## src/rtl/multicycle_controller.sv

```systemverilog
// multicycle_controller
//   Moore control FSM for a multi-cycle RV32I-subset datapath with one shared
//   ALU and one unified instruction/data memory. Every instruction walks
//   FETCH -> DECODE -> (execute states) and returns to FETCH; unsupported
//   encodings park in TRAP until reset.
//
//   Ports
//     clk, reset          rising-edge clock, async active-high reset (-> IDLE)
//     opcode/funct3/      decode fields from the instruction register
//     funct7b5
//     zero, sign          ALU flags, only consulted in BRANCH
//     mem_ready           memory access completes this cycle
//     pc_write, ir_write, adr_src, mem_write, reg_write     datapath enables
//     result_src, alu_src_a, alu_src_b, imm_src, alu_control datapath selects
//     instr_retired       one-cycle pulse in the last state of an instruction
//     trap                high while in TRAP
//     state_dbg           state encoding (values of state_t below)
module multicycle_controller #(
    parameter bit RESET_TO_IDLE = 1'b1
) (
    input  logic       clk,
    input  logic       reset,
    input  logic [6:0] opcode,
    input  logic [2:0] funct3,
    input  logic       funct7b5,
    input  logic       zero,
    input  logic       sign,
    input  logic       mem_ready,
    output logic       pc_write,
    output logic       ir_write,
    output logic       adr_src,
    output logic       mem_write,
    output logic       reg_write,
    output logic [1:0] result_src,
    output logic [1:0] alu_src_a,
    output logic [1:0] alu_src_b,
    output logic [1:0] imm_src,
    output logic [2:0] alu_control,
    output logic       instr_retired,
    output logic       trap,
    output logic [3:0] state_dbg
);

    typedef enum logic [3:0] {
        S_IDLE     = 4'd0,
        S_FETCH    = 4'd1,
        S_DECODE   = 4'd2,
        S_MEMADR   = 4'd3,
        S_MEMREAD  = 4'd4,
        S_MEMWB    = 4'd5,
        S_MEMWRITE = 4'd6,
        S_EXECR    = 4'd7,
        S_EXECI    = 4'd8,
        S_ALUWB    = 4'd9,
        S_BRANCH   = 4'd10,
        S_JAL      = 4'd11,
        S_TRAP     = 4'd12
    } state_t;

    localparam logic [6:0] OP_LOAD   = 7'b0000011;
    localparam logic [6:0] OP_STORE  = 7'b0100011;
    localparam logic [6:0] OP_R      = 7'b0110011;
    localparam logic [6:0] OP_I      = 7'b0010011;
    localparam logic [6:0] OP_BRANCH = 7'b1100011;
    localparam logic [6:0] OP_JAL    = 7'b1101111;

    localparam logic [2:0] ALU_ADD = 3'b000;
    localparam logic [2:0] ALU_SUB = 3'b001;
    localparam logic [2:0] ALU_AND = 3'b010;
    localparam logic [2:0] ALU_OR  = 3'b011;
    localparam logic [2:0] ALU_XOR = 3'b100;
    localparam logic [2:0] ALU_SLT = 3'b101;
    localparam logic [2:0] ALU_SLL = 3'b110;
    localparam logic [2:0] ALU_SRL = 3'b111;

    state_t state_q, state_d;

    // {supported, alu op}. SRA (101 with funct7b5) and SLTU (011) are not
    // implemented and fall to TRAP. Immediate forms ignore funct7b5 for 000
    // because bit 30 there is part of the immediate, not a SUB select.
    function automatic logic [3:0] alu_decode(input logic [2:0] f3,
                                              input logic       f7b5,
                                              input logic       is_r);
        logic [3:0] r;
        r = {1'b0, ALU_ADD};
        case (f3)
            3'b000:  r = {1'b1, (is_r && f7b5) ? ALU_SUB : ALU_ADD};
            3'b111:  r = {1'b1, ALU_AND};
            3'b110:  r = {1'b1, ALU_OR};
            3'b100:  r = {1'b1, ALU_XOR};
            3'b010:  r = {1'b1, ALU_SLT};
            3'b001:  r = {1'b1, ALU_SLL};
            3'b101:  r = {!f7b5, ALU_SRL};
            default: r = {1'b0, ALU_ADD};
        endcase
        return r;
    endfunction

    logic [3:0] alu_r, alu_i;
    logic       br_ok, br_taken;

    assign alu_r = alu_decode(funct3, funct7b5, 1'b1);
    assign alu_i = alu_decode(funct3, funct7b5, 1'b0);

    // BRANCH compares rs1 - rs2; only beq/bne/blt/bge are supported
    always_comb begin
        br_ok    = 1'b1;
        br_taken = 1'b0;
        case (funct3)
            3'b000:  br_taken = zero;
            3'b001:  br_taken = !zero;
            3'b100:  br_taken = sign;
            3'b101:  br_taken = !sign;
            default: br_ok    = 1'b0;
        endcase
    end

    // Next-state logic
    always_comb begin
        state_d = state_q;
        case (state_q)
            S_IDLE:     state_d = S_FETCH;
            S_FETCH:    if (mem_ready) state_d = S_DECODE;
            S_DECODE: begin
                case (opcode)
                    OP_LOAD, OP_STORE: state_d = S_MEMADR;
                    OP_R:              state_d = S_EXECR;
                    OP_I:              state_d = S_EXECI;
                    OP_BRANCH:         state_d = S_BRANCH;
                    OP_JAL:            state_d = S_JAL;
                    default:           state_d = S_TRAP;
                endcase
            end
            // bit 5 separates store (0100011) from load (0000011)
            S_MEMADR:   state_d = opcode[5] ? S_MEMWRITE : S_MEMREAD;
            S_MEMREAD:  if (mem_ready) state_d = S_MEMWB;
            S_MEMWB:    state_d = S_FETCH;
            S_MEMWRITE: if (mem_ready) state_d = S_FETCH;
            S_EXECR:    state_d = alu_r[3] ? S_ALUWB : S_TRAP;
            S_EXECI:    state_d = alu_i[3] ? S_ALUWB : S_TRAP;
            S_ALUWB:    state_d = S_FETCH;
            S_BRANCH:   state_d = br_ok ? S_FETCH : S_TRAP;
            S_JAL:      state_d = S_ALUWB;
            S_TRAP:     state_d = S_TRAP;
            default:    state_d = S_IDLE;
        endcase
    end

    // With RESET_TO_IDLE=0 the register resets straight into FETCH; the output
    // decode below is blanked while reset is high so enables stay quiet.
    always_ff @(posedge clk or posedge reset) begin
        if (reset) state_q <= RESET_TO_IDLE ? S_IDLE : S_FETCH;
        else       state_q <= state_d;
    end

    // Output decode
    always_comb begin
        pc_write      = 1'b0;
        ir_write      = 1'b0;
        adr_src       = 1'b0;
        mem_write     = 1'b0;
        reg_write     = 1'b0;
        result_src    = 2'b00;
        alu_src_a     = 2'b00;
        alu_src_b     = 2'b00;
        imm_src       = 2'b00;
        alu_control   = ALU_ADD;
        instr_retired = 1'b0;
        trap          = 1'b0;
        if (!reset) begin
            case (state_q)
                S_FETCH: begin
                    ir_write   = mem_ready;
                    pc_write   = mem_ready;
                    alu_src_b  = 2'b10;
                    result_src = 2'b10;
                end
                S_DECODE: begin
                    // branch target into ALUOut; JAL needs the J immediate
                    alu_src_a = 2'b01;
                    alu_src_b = 2'b01;
                    imm_src   = (opcode == OP_JAL) ? 2'b11 : 2'b10;
                end
                S_MEMADR: begin
                    alu_src_a = 2'b10;
                    alu_src_b = 2'b01;
                    imm_src   = opcode[5] ? 2'b01 : 2'b00;
                end
                S_MEMREAD: begin
                    adr_src = 1'b1;
                end
                S_MEMWB: begin
                    result_src    = 2'b01;
                    reg_write     = 1'b1;
                    instr_retired = 1'b1;
                end
                S_MEMWRITE: begin
                    adr_src       = 1'b1;
                    mem_write     = 1'b1;
                    instr_retired = mem_ready;
                end
                S_EXECR: begin
                    alu_src_a   = 2'b10;
                    alu_control = alu_r[2:0];
                end
                S_EXECI: begin
                    alu_src_a   = 2'b10;
                    alu_src_b   = 2'b01;
                    alu_control = alu_i[2:0];
                end
                S_ALUWB: begin
                    reg_write     = 1'b1;
                    instr_retired = 1'b1;
                end
                S_BRANCH: begin
                    alu_src_a     = 2'b10;
                    alu_control   = ALU_SUB;
                    pc_write      = br_ok && br_taken;
                    instr_retired = br_ok;
                end
                S_JAL: begin
                    // PC <- ALUOut (target), ALU computes old_pc + 4
                    alu_src_a = 2'b01;
                    alu_src_b = 2'b10;
                    pc_write  = 1'b1;
                end
                S_TRAP:  trap = 1'b1;
                default: ;
            endcase
        end
    end

    assign state_dbg = state_q;

endmodule

```

## config.mk

```make
export PLATFORM = sky130hd
export DESIGN_NAME = multicycle_controller
export DESIGN_NICKNAME = d
export VERILOG_FILES = /design/src/rtl/multicycle_controller.sv
export SDC_FILE = /design/constraint.sdc
export NUM_CORES = 1
export LEC_CHECK = 0
export ABC_CLOCK_PERIOD_IN_PS = 5300
export BUFFER_PORTS_ARGS = -buffer_cell sky130_fd_sc_hd__buf_2
export CORE_MARGIN = 2
export CORE_UTILIZATION = 49
export CTS_CLUSTER_SIZE = 10
export DETAILED_ROUTE_END_ITERATION = 7
export PLACE_DENSITY = 0.84
export SETUP_SLACK_MARGIN = 0.15
export SLEW_MARGIN = 20
export SYNTH_ARGS = -nofsm -noshare
export SYNTH_HDL_FRONTEND = slang
export SYNTH_SLANG_ARGS = --single-unit
```

## constraint.sdc

```tcl
create_clock -name clk -period 5.3 [get_ports clk]
set_input_delay 1.59 -clock clk [delete_from_list [all_inputs] [get_ports clk]]
set_output_delay 1.59 -clock clk [all_outputs]
set_load 0.02 [all_outputs]
```

==> After elaboration in Yosys (flattened, before gate mapping) <==
Cells that the tools add are included.
{ "totals": {"regBits": 4, "latch_bits": 0, "mem_bits_rw": 0, "rom_bits": 0, "inputBits": 16, "out_inout_bits": 22, "wordCells": 84, "memories": 0} }
{ "op_classes": {"n_addsub": 0, "n_mul": 0, "n_div": 0, "magnitude_cmp": 0, "n_eq_ne": 27, "n_shift": 0, "mux": 40, "n_bitwise": 0, "n_reduce_logical": 16} }
{ "op_table": {"columns": ["op", "n"], "rows": [
  ["case mux 4 bit (7 select lines)", 2],
  ["case mux 4 bit (11 select lines)", 1],
  ["equality test 4 bit (second input constant)", 5],
  ["case mux 4 bit (5 select lines)", 1],
  ["equality test 4 x 3 -> 1 bit (second input constant)", 4],
  ["2-to-1 mux 1 bit", 16],
  ["2-to-1 mux 4 bit", 4],
  ["case mux 2 bit (2 select lines)", 4],
  ["equality test 7 x 6 -> 1 bit (second input constant)", 2],
  ["equality test 7 bit (second input constant)", 2],
  ["equality test 3 bit (second input constant)", 4],
  ["2-to-1 mux 2 bit", 5],
  ["OR reduction 2 bit", 5],
  ["2-to-1 mux 3 bit", 3],
  ["case mux 3 bit (3 select lines)", 1],
  ["equality test 4 x 2 -> 1 bit (second input constant)", 2],
  ["OR reduction 4 bit", 2],
  ["equality test 7 x 2 -> 1 bit (second input constant)", 1],
  ["equality test 7 x 5 -> 1 bit (second input constant)", 1],
  ["inequality test 2 bit (second input constant)", 3],
  ["case mux 1 bit (3 select lines)", 2],
  ["OR reduction 3 bit", 2],
  ["equality test 4 x 1 -> 1 bit (second input constant)", 1],
  ["zero test 4 bit", 1],
  ["other kinds (7)", 9]
]} }

==> Logic depth before layout (Yosys ltp) <==
{ "depth": {"word_depth": 6, "depth_mapped": 6, "ltp_nobuf": 5} }

==> Worst setup path after synthesis <==
OpenSTA, ideal clock, no wires.
{ "synth_path": {"path_kind": "input port to output port", "startpoint": "input port reset", "endpoint": "output port alu_src_b[1]", "arrival_ns": 2.456, "t_required_ns": 3.710, "slack_ns": 1.254, "stages": 4, "path_buffers": 1, "cell_sequence": "clkbuf_1 -> nor2_1 -> nand2_1 -> nor3_1"} }
{ "synth_between": {"elab_chain_cells": 1} }
{ "synth_rtl": {"columns": ["item", "line", "source"], "rows": [
  ["start, declared", "22", "input logic reset,"],
  ["2-to-1 mux 2 bit", "170", "if (!reset) begin"],
  ["end, declared", "36", "output logic [1:0] alu_src_b,"]
]} }
Every way passes these cells.

==> Worst setup path in the final report <==
{ "layout_path": {"startpoint": "input port funct3[2]", "endpoint": "output port pc_write"} }
{ "layout_between": {"elab_chain_cells": 6, "word_cells_on_any_way": 10, "classes_between": "eq/ne (3); mux (4); reduce/logical (3)"} }
{ "layout_rtl": {"columns": ["item", "line", "source"], "rows": [
  ["start, declared", "24", "input logic [2:0] funct3,"],
  ["equality test 3 bit, or another cell as far along", "109", "case (funct3)"],
  ["OR reduction 4 bit (no source line)", null, null],
  ["2-to-1 mux 1 bit", "109", null],
  ["logical AND 1 bit (*)", "218", "pc_write = br_ok && br_taken;"],
  ["case mux 1 bit (3 select lines) (*)", "171", "case (state_q)"],
  ["2-to-1 mux 1 bit (*)", "170", null],
  ["end, declared", "29", "output logic pc_write,"]
]} }
Every way passes the cells marked *; elsewhere a longest branch is shown, timed or not.

==> flow_summary.ini <==
[outcome]
outcome = complete, no violations

[power_and_ir_drop]
p_leak_nw = 0.474
powerDensity_nw_per_um2 = 399
finalPower_mw = 0.384
worst_ir_drop_vdd_mv = 0.164

[route]
vias = 995
avgRoutedWirePerCell_um = 13.1
first_iter_violations = 23
drt_pass1_iterations = 4
viasPerCell = 5.96
ant_nets = 0
drcViolationCount = 0
drt_wl_total_um = 2190

[clock_network]
clock_sinks = 4
ctsResizeCount = 0
clk_latency_ps = 240
clk_path_buf_depth = 2
cts_htree_levels = 1
cts.clk_slew.worst_paths_ps = 40
cts_setup_buffers = 0
numCtsBuffers = 3
hold_buffers = 0
clockRootBuffer = clkbuf_4
cts_tree = done

[worst_setup_path]
slowest_delay_ps = 230
crit_type = input pin to output pin
crit_path_cell_trace = buf_2 -> mux2i_1 -> xnor2_1 -> nand4_1 -> a21oi_1 -> buf_2
cp_slowest_cell = mux2i_1
crit_top_cell = buf_2
r2r_cells = 3
arrival_ps = 2540
crit_buf_inv = 2
crit_required_ps = 3710
crit_path_max_fanout = 6
critPathLaunchType = input pin
r2r_start = state_dbg[3]
crit_start = funct3[2]
critPathCaptureType = output pin
worst-path-stages = 6
crit_family = buffers and inverters

[finish]
final_common_cell = buf_2
area_growth_pct = 21.5
largest_register_ffs = 4
final_nets = 169
drive_gt1_share_pct = 30.5
diodes = 0
multi_input_area_sq_um = 621
regArea_sq_um = 100
most-common-layout-cells = 37 x buf_2, 15 x nand2_1, 15 x nor2_1
num-fill-cells = 157
fin_util_pct = 64.0
final_cell_area_sq_um = 963

[floorplan]
io_pins = 38
die_width_um = 44.2
die-area_sq_um = 1960
initial_core_util_pct = 52.7
coreArea_sq_um = 1510
die_h_um = 44.2
rows = 14

[timing]
worst_pin_slew_ps = 672
hold_viol = 0
tns_ps = 0
grt_setup_unrepaired = no
slew_violations = 0
min_period_ps = 4130
period_share_pct = 77.9
fin_skew_ps = 3.78
max_freq_ghz = 0.242
setup_viol = 0
setup_ws_ps = 1170
relSlewSlack_pct = 55.2

[placed_design]
placedInstanceArea_sq_um = 941
place_ws_ps = 1160
routabilityCongestion = 0.854
io_buffers = 37
hpwl_um = 1620

[synth]
synth_seq_cells = 4
synth_area_leader_cell = dfrtp_1
syn-instance-count = 122
seq_area_frac_synth_pct = 12.6
ys_warn_count = 0
yosysUniqueCellTypes = 44
synth-async-reset-ratio_pct = 100
synth_edf_count = 0
synth_fp_nets = 138
ys.flop_type = dfrtp_1
avgSynthCellArea_sq_um = 6.50
synth_top_area_share_pct = 12.6
synth_area_sq_um = 793
yosys-top-cells-area = dfrtp_1 13%, nand2_1 7.1%, nor2_1 7.1%

[min_path]
hold_depth = 1
min_from = state_dbg[3]
min_path_type = flop to flop

[global_routing]
antenna_found_initial = 0
grtUsageTotal_pct = 24.3
grt_pass1_vias = 816
grt_max_degree = 25
grt-ovfl-total = 0
grt_pass1_wl_um = 3630

[run]
maxCapViolCount = 0
## power by group
group | switching, mW | internal (mW) | leakage [nW] | total (mW)
Combinational | 0.144 | 0.106 | 0.409 | 0.250
Clock | 0.0133 | 0.0254 | 0.0138 | 0.0387
Sequential | 0.0543 | 0.0412 | 0.0511 | 0.0955
Total | 0.212 | 0.172 | 0.474 | 0.384
## metal layers
| layer | GRT usage (%) | routed length (um) |
|---|---|---|
| met1 | 32.8 | 978 |
| met2 | 40.0 | 1080 |
| met3 | 2.45 | 104 |
| met4 | 8.48 | 33 |
| met5 | 0 | 0 |
## per-stage QoR
step | hold slack, ps | std cells
after floorplan | 779 | 122
after global placement | 776 | 164
after detailed placement | 785 | 164
after CTS | 797 | 167
after global routing | 863 | 167
final | 807 | 167
## logic make-up after synthesis
kind of cell               synth area share, %
xor gates and xnor gates                  3.31
AOI/OAI and AO/OA                         31.7
buffers and inverters                     9.15
and+or+nand+nor                           36.8
DFF                                       12.6
adders and majority gates                 1.26
muxes                                     5.21
## worst paths after layout
kind / endpoint / slack, ps
min in group asynchronous: state_dbg[2] / 1350
min: state_dbg[1] / 810
max in group asynchronous: state_dbg[0] / 3760
max: pc_write / 1170
min reg2reg: state_dbg[1] / 810
max reg2reg: state_dbg[1] / 3470
## worst reg2reg max path, stage by stage (launching register included)
cell	delay (ps)
dfrtp_1	570
or2_1	420
or4b_4	570
o22ai_2	180
## Yosys cell counts (2+ instances only)
master / instances
a22oi_1: 2
nor3_1: 5
nand2b_1: 7
a21o_1: 2
mux2i_1: 3
clkbuf_1: 7
a21oi_1: 10
dfrtp_1: 4
inv_1: 2
nor2_1: 15
buf_6: 2
o21ai_1: 5
nand2_1: 15
nor2b_1: 2
xnor2_1: 2
a31oi_1: 3
inv_2: 2
nand3_1: 2
nand3b_1: 2
o21ai_0: 5
and4b_1: 2
## layout make-up
| cell class | count | area share, % |
|---|---|---|
| clock buffers | 3 | 2.34 |
| flip-flops and latches | 4 | 10.4 |
| repair buffers | 37 | 19.2 |
| well taps | 16 | 2.08 |
| inverters | 4 | 1.56 |
| multi-input cells | 103 | 64.4 |
No activity file was read; power rests on OpenSTA's default activity.
